## config.mk

```make
export PLATFORM = sky130hd
export DESIGN_NAME = mem_burst_master
export DESIGN_NICKNAME = d
export VERILOG_FILES = /design/src/rtl/mem_burst_pkg.sv /design/src/rtl/burst_addr_gen.sv /design/src/rtl/mem_burst_master.sv
export SDC_FILE = /design/constraint.sdc
export NUM_CORES = 1
export LEC_CHECK = 0
export BUFFER_PORTS_ARGS = -buffer_cell sky130_fd_sc_hd__buf_2
export CAP_MARGIN = 20
export CORE_MARGIN = 2
export CORE_UTILIZATION = 46
export CTS_BUF_LIST = sky130_fd_sc_hd__clkbuf_2
export DETAILED_ROUTE_END_ITERATION = 10
export GPL_ROUTABILITY_DRIVEN = 0
export GPL_TIMING_DRIVEN = 0
export HOLD_SLACK_MARGIN = 0.06
export PLACE_DENSITY = 0.79
export SYNTH_ARGS = -nofsm -noshare
export SYNTH_HDL_FRONTEND = slang
export SYNTH_HIERARCHICAL = 1
export SYNTH_SLANG_ARGS = --single-unit
export TNS_END_PERCENT = 5
```

## constraint.sdc

```tcl
create_clock -name clk -period 2.2 [get_ports clk]
set_input_delay 0 -clock clk [delete_from_list [all_inputs] [get_ports clk]]
set_output_delay 0 -clock clk [all_outputs]
set_load 0.005 [all_outputs]
```

## src/rtl/mem_burst_pkg.sv

```systemverilog
// rtl/mem_burst_pkg.sv - shared widths and state encoding for the burst master
package mem_burst_pkg;
    localparam int DEF_ADDR_W = 11;
    localparam int DEF_DATA_W = 8;
    localparam int DEF_LEN_W  = 4;

    typedef enum logic [2:0] {
        IDLE   = 3'd0,
        WRITE  = 3'd1,
        READ   = 3'd2,
        DRAIN  = 3'd3,
        VERIFY = 3'd4
    } state_t;
endpackage

```

## src/rtl/burst_addr_gen.sv

```systemverilog
// rtl/burst_addr_gen.sv - burst address/beat counter with wrap and last flag (READBACK_CHECK_EN adds o_beat)
module burst_addr_gen
    import mem_burst_pkg::*;
#(
    parameter int ADDR_W = DEF_ADDR_W,
    parameter int LEN_W  = DEF_LEN_W
) (
    input  logic              clk,
    input  logic              rst,
    input  logic              i_load,
    input  logic [ADDR_W-1:0] i_start_addr,
    input  logic [LEN_W-1:0]  i_len,
    input  logic              i_step,
    output logic [ADDR_W-1:0] o_addr,
    output logic              o_last
`ifdef READBACK_CHECK_EN
    ,
    output logic [LEN_W-1:0]  o_beat
`endif
);
    logic [ADDR_W-1:0] r_addr;
    logic [LEN_W:0]    r_cnt;
    logic [LEN_W-1:0]  r_len;

    // Address wraps naturally at 2^ADDR_W; load wins over step.
    always_ff @(posedge clk) begin
        if (rst) begin
            r_addr <= '0;
            r_cnt  <= '0;
            r_len  <= '0;
        end else if (i_load) begin
            r_addr <= i_start_addr;
            r_cnt  <= '0;
            r_len  <= i_len;
        end else if (i_step) begin
            r_addr <= r_addr + 1'b1;
            r_cnt  <= r_cnt + 1'b1;
        end
    end

    assign o_addr = r_addr;
    assign o_last = (r_cnt == {1'b0, r_len});
`ifdef READBACK_CHECK_EN
    assign o_beat = r_cnt[LEN_W-1:0];
`endif
endmodule

```

## src/rtl/mem_burst_master.sv

```systemverilog
// rtl/mem_burst_master.sv - burst initiator for the ren/wen memory port pair (READBACK_CHECK_EN adds write readback verify)
module mem_burst_master
    import mem_burst_pkg::*;
#(
    parameter int ADDR_W = DEF_ADDR_W,
    parameter int DATA_W = DEF_DATA_W,
    parameter int LEN_W  = DEF_LEN_W
) (
    input  logic              clk,
    input  logic              rst,
    input  logic              cmd_valid,
    output logic              cmd_ready,
    input  logic              cmd_write,
    input  logic [ADDR_W-1:0] cmd_addr,
    input  logic [LEN_W-1:0]  cmd_len,
    input  logic              wr_valid,
    output logic              wr_ready,
    input  logic [DATA_W-1:0] wr_data,
    output logic              rd_valid,
    output logic [DATA_W-1:0] rd_data,
    output logic              busy,
    output logic              mem_ren,
    output logic              mem_wen,
    output logic [ADDR_W-1:0] mem_raddr,
    output logic [ADDR_W-1:0] mem_waddr,
    output logic [DATA_W-1:0] mem_din,
    input  logic [DATA_W-1:0] mem_dout
`ifdef READBACK_CHECK_EN
    ,
    output logic              chk_err,
    output logic              chk_done
`endif
);
    state_t            r_state;
    state_t            w_next;
    logic              r_rd_pend;
    logic              w_accept;
    logic              w_wr_beat;
    logic              w_load;
    logic              w_step;
    logic [ADDR_W-1:0] w_addr;
    logic [ADDR_W-1:0] w_load_addr;
    logic [LEN_W-1:0]  w_load_len;
    logic              w_last;

    assign w_accept  = cmd_valid & cmd_ready;
    assign w_wr_beat = wr_valid & wr_ready;
    assign w_step    = w_wr_beat | mem_ren;

`ifdef READBACK_CHECK_EN
    logic [ADDR_W-1:0] r_cmd_addr;
    logic [LEN_W-1:0]  r_cmd_len;
    logic [DATA_W-1:0] r_copy [2**LEN_W];
    logic [LEN_W-1:0]  w_beat;
    logic [LEN_W-1:0]  r_beat_d;
    logic              r_vfy_d;
    logic              r_chk_err;
    logic              w_mismatch;

    // Reload the generator with the same range for the internal re-read.
    assign w_load      = w_accept | (w_wr_beat & w_last);
    assign w_load_addr = (r_state == IDLE) ? cmd_addr : r_cmd_addr;
    assign w_load_len  = (r_state == IDLE) ? cmd_len  : r_cmd_len;
    assign w_mismatch  = r_rd_pend & r_vfy_d & (mem_dout != r_copy[r_beat_d]);
    assign chk_err     = r_chk_err | w_mismatch;
    assign chk_done    = (r_state == DRAIN) & r_vfy_d;

    always_ff @(posedge clk) begin
        if (rst) begin
            r_cmd_addr <= '0;
            r_cmd_len  <= '0;
            r_beat_d   <= '0;
            r_vfy_d    <= 1'b0;
            r_chk_err  <= 1'b0;
        end else begin
            if (w_accept) begin
                r_cmd_addr <= cmd_addr;
                r_cmd_len  <= cmd_len;
            end
            if (w_wr_beat) r_copy[w_beat] <= wr_data;
            r_beat_d  <= w_beat;
            r_vfy_d   <= (r_state == VERIFY);
            r_chk_err <= chk_err;
        end
    end
`else
    assign w_load      = w_accept;
    assign w_load_addr = cmd_addr;
    assign w_load_len  = cmd_len;
`endif

    burst_addr_gen #(.ADDR_W(ADDR_W), .LEN_W(LEN_W)) u_addr_gen (
        .clk          (clk),
        .rst          (rst),
        .i_load       (w_load),
        .i_start_addr (w_load_addr),
        .i_len        (w_load_len),
        .i_step       (w_step),
        .o_addr       (w_addr),
        .o_last       (w_last)
`ifdef READBACK_CHECK_EN
        ,
        .o_beat       (w_beat)
`endif
    );

    always_ff @(posedge clk) begin
        if (rst) begin
            r_state   <= IDLE;
            r_rd_pend <= 1'b0;
        end else begin
            r_state   <= w_next;
            r_rd_pend <= mem_ren;
        end
    end

    always_comb begin
        w_next = r_state;
        case (r_state)
            IDLE:   if (w_accept) w_next = cmd_write ? WRITE : READ;
`ifdef READBACK_CHECK_EN
            WRITE:  if (w_wr_beat && w_last) w_next = VERIFY;
            VERIFY: if (w_last) w_next = DRAIN;
`else
            WRITE:  if (w_wr_beat && w_last) w_next = IDLE;
`endif
            READ:   if (w_last) w_next = DRAIN;
            DRAIN:  w_next = IDLE;
            default: w_next = IDLE;
        endcase
    end

    // Verify re-reads keep rd_valid low so the client never sees them.
    always_comb begin
        cmd_ready = (r_state == IDLE) & ~rst;
        wr_ready  = (r_state == WRITE);
        busy      = (r_state != IDLE);
        mem_ren   = (r_state == READ) | (r_state == VERIFY);
        mem_wen   = wr_valid & (r_state == WRITE);
        mem_waddr = mem_wen ? w_addr : '0;
        mem_din   = mem_wen ? wr_data : '0;
        mem_raddr = mem_ren ? w_addr : '0;
`ifdef READBACK_CHECK_EN
        rd_valid  = r_rd_pend & ~r_vfy_d;
`else
        rd_valid  = r_rd_pend;
`endif
        rd_data   = rd_valid ? mem_dout : '0;
    end
endmodule

```

==> results of run 1 <==
## state kept, by name, summed over array words and instances, names as in the netlist
signal             count
u_addr_gen/o_addr     11
u_addr_gen/r_cnt       5
u_addr_gen/r_len       4
r_state                2
rd_valid               1
## synthesized netlist by cell type, types with 4 or more instances
master / count / area, sq um
xnor2_1: 5 / 43.8
nand4_1: 7 / 43.8
nand3_1: 5 / 25.0
nor2_1: 16 / 60.1
mux2i_1: 5 / 50.1
dfxtp_1: 23 / 460
a21oi_1: 4 / 20.0
xor2_1: 7 / 61.3
a211oi_1: 5 / 37.5
nand2_1: 10 / 37.5
buf_2: 4 / 20.0
and2_1: 39 / 244
## power groups by stage
| stage | combinational, mW | clock [mW] | sequential [mW] |
|---|---|---|---|
| after floorplan | 0.169 | 0 | 0.495 |
| after global placement | 0.256 | 0 | 0.507 |
| after detailed placement | 0.259 | 0 | 0.510 |
| after CTS | 0.288 | 0.184 | 0.501 |
| after global routing | 0.331 | 0.201 | 0.509 |
| final | 0.290 | 0.174 | 0.502 |
## placed cells by master, fill, tap and decap left out, drive strengths merged, types with 2 or more instances in the layout
master and count:
nor3 2, nand2 10, and2 39, or2 3
buf 85, nor2 16, or3 3, a21oi 4
xnor2 5, and3b 2, nand3 5, dlygate4sd3 19
mux2i 5, or4b 2, a211oi 5, nor2b 4
dfxtp 23, o31a 2, o21ai 2, clkbuf 7
xor2 7, ha 2, inv 3, o2111ai 2
or4 2, nand4 7, o211ai 2
## logic make-up (layout without fill, tap and decap cells)
kind of cell	after synthesis	after routing	share of synthesized area [%]
AOI/OAI and AO/OA	24	24	11.8
buffers and inverters	13	115	4.22
and+or+nand+nor	99	99	39.1
xor gates and xnor gates	12	12	7.24
adders and majority gates	2	2	1.72
DFF	23	23	31.7
muxes	6	6	4.22
## critical path, cell delays in order, from the launching register on
cell	delay (ns)
dfxtp_1	0.49
and3b_1	0.22
or2_1	0.11
buf_4	0.16
nand4_1	0.25
or3_1	0.42
a311oi_1	0.25
## area by class of cell
| class | instances | area, sq um | share of cell area, % |
|---|---|---|---|
| plain buffers | 9 | 46.3 | 2.19 |
| clock buffers | 4 | 20.0 | 0.947 |
| inverters | 4 | 15.0 | 0.710 |
| multi-input cells | 143 | 931 | 44.0 |
| flip-flops and latches | 23 | 462 | 21.8 |
| well taps | 44 | 55.1 | 2.60 |
| repair buffers | 98 | 586 | 27.7 |
## timing repair
item / 4_1_cts / 5_1_grt
setup endpoints to repair: 0 / 1
hold endpoints to repair: 18 / 0
gates resized for setup: 0 / 1
hold buffers: 19 / 0
## metal layers
layer  part of all wire, %  track usage, %  vias to the layer above  routed length [microns]
met4                   1.2            7.94                        0                       49
met2                    51            42.7                       58                     2030
met3                   6.2            3.03                        5                      250
li1                      -               -                      823                        -
met5                     0               0                        -                        0
met1                    42            27.0                      695                     1680
## stage by stage
stage	area (sq um)	util [%]	cells
floorplan	1450	-	179
global placement	1900	62.9	302
detailed placement	1900	62.9	302
CTS	2110	69.8	325
global route	2110	69.8	325
finish	2110	69.8	325
## worst max path at each step
stage	to	cells past startpoint	slack, ns	start
2_1_floorplan	u_addr_gen/o_addr[9]	6	0.42	r_state[1]
3_3_place_gp	u_addr_gen/o_addr[9]	6	0.26	r_state[1]
3_5_place_dp	u_addr_gen/o_addr[9]	6	0.23	r_state[1]
4_1_cts	u_addr_gen/o_addr[9]	6	0.18	r_state[1]
5_1_grt	u_addr_gen/o_addr[5]	6	0.06	r_state[0]
6_report	u_addr_gen/o_addr[7]	6	0.23	r_state[0]
==> reports/qor.csv, run 1 <==
stage,metric,value,unit
pwr,P_sw,0.306,mW
routing,DRT iter0 DRCs,38,
pwr,Final Power,0.966,mW
placement,dpl hpwl,2.90,mm
global_routing,vias in the first global route,1386,
synth,Post-Synthesis Cell Area,0.00145,sq mm
global_routing,initial antenna violation count,0,
cts,Sink Count,23,
placement,# port buffers,79,
synth,post-synthesis async set-or-reset flop share,0,%
routing,Vias per Instance,4.86,
cts,total CTS buffers,3,
global_routing,pin count of the biggest net entering global routing,13,
timing,Final Hold Violating Endpoints,0,
global_routing,first-pass GRT wire length,6.22,mm
setup_path,worst-path fanout max,9,
setup_path,r2r setup slk,0.23,ns
hold_path,worst hold stages,5,
timing,RSZ-0062 raised after global routing,false,
cells_and_area,Layout Nets,320,
timing,Final Cycle Share,89.4,%
cts,Max Root-Sink Buffers,2,
routing,DRT Pass-1 Iters,4,
cts,clock root buffer,clkbuf_2,
setup_path,data required time at the worst endpoint,2.46,ns
pwr,Clk network pwr share,18.0,%
run,Max Cap Viol,0,
synth,sequential fraction of the synthesis area,31.7,%
setup_path,Register-to-Register Path Depth,6,
synth,synth unique cells,42,
routing,antenna-violating nets left,0,
setup_path,reg2reg start,r_state[0],
timing,Fin Setup TNS,0,ns
floorplan,die height,60.2,microns
cells_and_area,# diodes,0,
timing,final setup margin,0.234,ns
cells_and_area,filler cell count,267,
timing,Final Hold Slack,0.178,ns
routing,Post-Route WL,4.01,mm
timing,fin crit period,1.97,ns
pwr,Pint,0.659,mW
synth,Yosys reg bits,23,
setup_path,Worst EP arrival,2.23,ns
cts,CTS tree,yes,
cts,htree depth,1,
hold_path,worst hold path endpoint,u_addr_gen/o_addr[9],
timing,Max Clock Skew,0.0116,ns
routing,Vias,1581,
pwr,Switching Fraction,31.7,%
routing,routed len/inst,12.3,microns
global_routing,Global Route Usage Sum,23.1,%
floorplan,Horiz. Die Dim,60.2,microns
floorplan,Initial Util,48.0,%
synth,Main synth FF type,dfxtp_1,
timing,Worst-Margin Slew,0.514,ns
cts,Skew-Pair Late Insertion Delay,0.34,ns
placement,pre-CTS WS,0.233,ns
synth,Syn. warnings,6,
pwr,Pwr Density,457,mW/mm^2
timing,Final Max Tran Viols,0,
synth,Synthesized Nets,217,
cells_and_area,layout cell share with drive strength beyond 1,33.8,%
setup_path,CP Class,reg -> reg,
floorplan,core box area,0.00303,sq mm
synth,syn_area_per_cell,8.12,sq um
setup_path,Worst setup SP type,register,
timing,setup violators final,0,
status,outcome,"finished, final reports clean",
global_routing,Overflow after GRT,0,
floorplan,Top Ports,80,
timing,headroom to the max-slew limit,65.7,%
setup_path,CP endpoint kind,register,
timing,f_max,509,MHz
pwr,LEAKAGE,1.04,nW
floorplan,full die area,0.00362,sq mm
cells_and_area,area grow syn2layout,45.6,%
cts,Post-CTS Setup Bufs,0,
pwr,combinational share of power,30.0,%
cts,Worst-path clk slew,0.21,ns
pwr,Max VDD drop,0.000401,V
synth,"EDFF count, synth",0,
hold_path,min-delay src,cmd_valid,
pwr,sequential share of power,52.0,%
synth,Mapped Cells,179,
routing,Remaining DRCs,0,
floorplan,row count,20,
hold_path,min-delay worst type,in -> reg,
setup_path,FF-to-FF End,u_addr_gen/o_addr[7],
(Power assumes the default switching activity.)
==> run 2: changes to the inputs <==
--- a/config.mk
+++ b/config.mk
@@ -14,7 +14,7 @@
 export GPL_ROUTABILITY_DRIVEN = 0
 export GPL_TIMING_DRIVEN = 0
 export HOLD_SLACK_MARGIN = 0.06
-export PLACE_DENSITY = 0.79
+export PLACE_DENSITY_LB_ADDON = 0.2
 export SYNTH_ARGS = -nofsm -noshare
 export SYNTH_HDL_FRONTEND = slang
 export SYNTH_HIERARCHICAL = 1
==> reports/qor.csv, run 2 (synthesized netlist as in run 1, its figures left out) <==
stage,metric,value,unit
status,outcome,"finished, final reports clean",
setup_path,Worst EP arrival,2.35,ns
cts,Max Root-Sink Buffers,2,
setup_path,critical path's largest stage delay,0.48,ns
routing,antenna-violating nets left,0,
timing,headroom to the max-slew limit,62.9,%
cts,clock root buffer,clkbuf_2,
placement,placed cells,302,
pwr,LEAKAGE,1.05,nW
routing,DRT Pass-1 Iters,6,
setup_path,Worst setup SP type,register,
floorplan,row count,20,
cells_and_area,"commonest non-fill, non-tap cell in the layout",buf_2,
global_routing,Global Route Usage Sum,21.2,%
setup_path,Slowest cell on crit path,dfxtp_1,
cts,Worst-path clk slew,0.21,ns
routing,DRT iter0 DRCs,53,
setup_path,reg2reg start,r_state[1],
routing,Vias per Instance,4.95,
global_routing,pin count of the biggest net entering global routing,14,
setup_path,data required time at the worst endpoint,2.49,ns
timing,RSZ-0062 raised after global routing,false,
timing,Worst-Margin Slew,0.556,ns
routing,routed len/inst,11.6,microns
timing,fin crit period,2.06,ns
setup_path,worst-path fanout max,9,
cts,total CTS buffers,3,
timing,Final Max Tran Viols,0,
hold_path,min-delay worst type,in -> reg,
timing,final setup margin,0.142,ns
floorplan,Initial Util,48.0,%
cells_and_area,filler cell count,267,
cells_and_area,# diodes,0,
cts,Post-CTS Setup Bufs,0,
cells_and_area,Reg area,460,sq um
setup_path,CP endpoint kind,register,
routing,Post-Route WL,3.80,mm
floorplan,core box area,0.00303,sq mm
timing,Max Clock Skew,0.00665,ns
global_routing,vias in the first global route,1328,
setup_path,"CP delay by family, top",simple AND/OR/NAND/NOR gates,
pwr,Final Power,0.954,mW
setup_path,CP Cell Sequence,nor2b_2 > or2_1 > buf_4 > or4b_1 > or4_1 > nand4b_1,
cts,Skew-Pair Late Insertion Delay,0.33,ns
timing,Final Hold Violating Endpoints,0,
cts,Sink Count,23,
global_routing,Overflow after GRT,0,
floorplan,Horiz. Die Dim,60.2,microns
cells_and_area,most frequent cells in the layout,"buf_2 (83), and2_1 (39), dfxtp_1 (23), dlygate4sd3_1 (20), nor2_1 (16)",
global_routing,first-pass GRT wire length,5.85,mm
floorplan,full die area,0.00362,sq mm
hold_path,min-delay src,cmd_valid,
timing,setup violators final,0,
cells_and_area,Layout Nets,321,
routing,Remaining DRCs,0,
placement,# port buffers,79,
run,Max Cap Viol,0,
timing,Final Cycle Share,93.6,%
cells_and_area,non-filler cells in the finished layout,326,
cells_and_area,layout cell share with drive strength beyond 1,33.3,%
pwr,Max VDD drop,0.000417,V
placement,pre-CTS WS,0.232,ns
setup_path,CP Class,reg -> reg,
pwr,Pwr Density,449,mW/mm^2
cts,# resized after CTS,0,
cts,htree depth,1,
cts,hold_buf cts,20,
cells_and_area,Multi-input gate area,931,sq um
floorplan,die height,60.2,microns
global_routing,initial antenna violation count,0,
timing,f_max,486,MHz
cells_and_area,number of flip-flops in the largest register,11,
cts,CTS tree,yes,
timing,Fin Setup TNS,0,ns
placement,dpl hpwl,2.67,mm
routing,Vias,1614,
setup_path,r2r setup slk,0.14,ns
setup_path,Bufs and invs on worst path,1,
floorplan,Top Ports,80,
setup_path,crit path from,r_state[1],
cells_and_area,area grow syn2layout,46.2,%
run 2: cell count changes in the layout (fill, tap and decap cells not counted):
cell / delta
dfxtp_2: -1
dlygate4sd3_1: +1
clkbuf_2: -1
clkinv_2: +1
dfxtp_1: +1
run 2: worst paths after layout:
path	end	depth (start not counted)
max	u_addr_gen/o_addr[9]	6
min reg2reg	u_addr_gen/r_len[2]	2
max reg2reg	u_addr_gen/o_addr[9]	6
min	u_addr_gen/o_addr[9]	5
run 2: through the flow:
stage / area [sq um] / hold slack, ns / utilization, %
after floorplan: 1450 / 0.0348 / -
after global placement: 1900 / 0.233 / 62.9
after detailed placement: 1900 / 0.241 / 62.9
after CTS: 2120 / 0.239 / 70.1
after global routing: 2120 / 0.245 / 70.1
final: 2120 / 0.260 / 70.1
run 2: worst register-to-register path: cells and delay by family (launching register included):
kind                   cells  cell delay [ns]
and+or+nand+nor            5             1.40
DFF                        1             0.48
buffers and inverters      1             0.15
run 2: power breakdown:
group	internal, mW	leakage, nW	total [mW]	switching, mW
Combinational	0.160	0.844	0.289	0.129
Clock	0.0412	0.0164	0.166	0.125
Sequential	0.452	0.188	0.499	0.0474
run 2: layout make-up:
type / count / share of cell area [%]
buffer: 9 / 2.18
clock buffer: 3 / 0.707
sequential: 23 / 21.7
timing repair buffer: 99 / 28.0
tap: 44 / 2.59
inverter: 4 / 0.707
clock inverter: 1 / 0.236
multi-input combinational: 143 / 43.8
run 2: metal layers:
| layer | global-route usage [%] | part of all wire [%] | vias up |
|---|---|---|---|
| li1 | - | - | 825 |
| met5 | 0 | 0 | - |
| met4 | 4.13 | 0.45 | 0 |
| met1 | 26.5 | 43 | 731 |
| met2 | 37.7 | 50 | 56 |
| met3 | 3.90 | 6.6 | 2 |
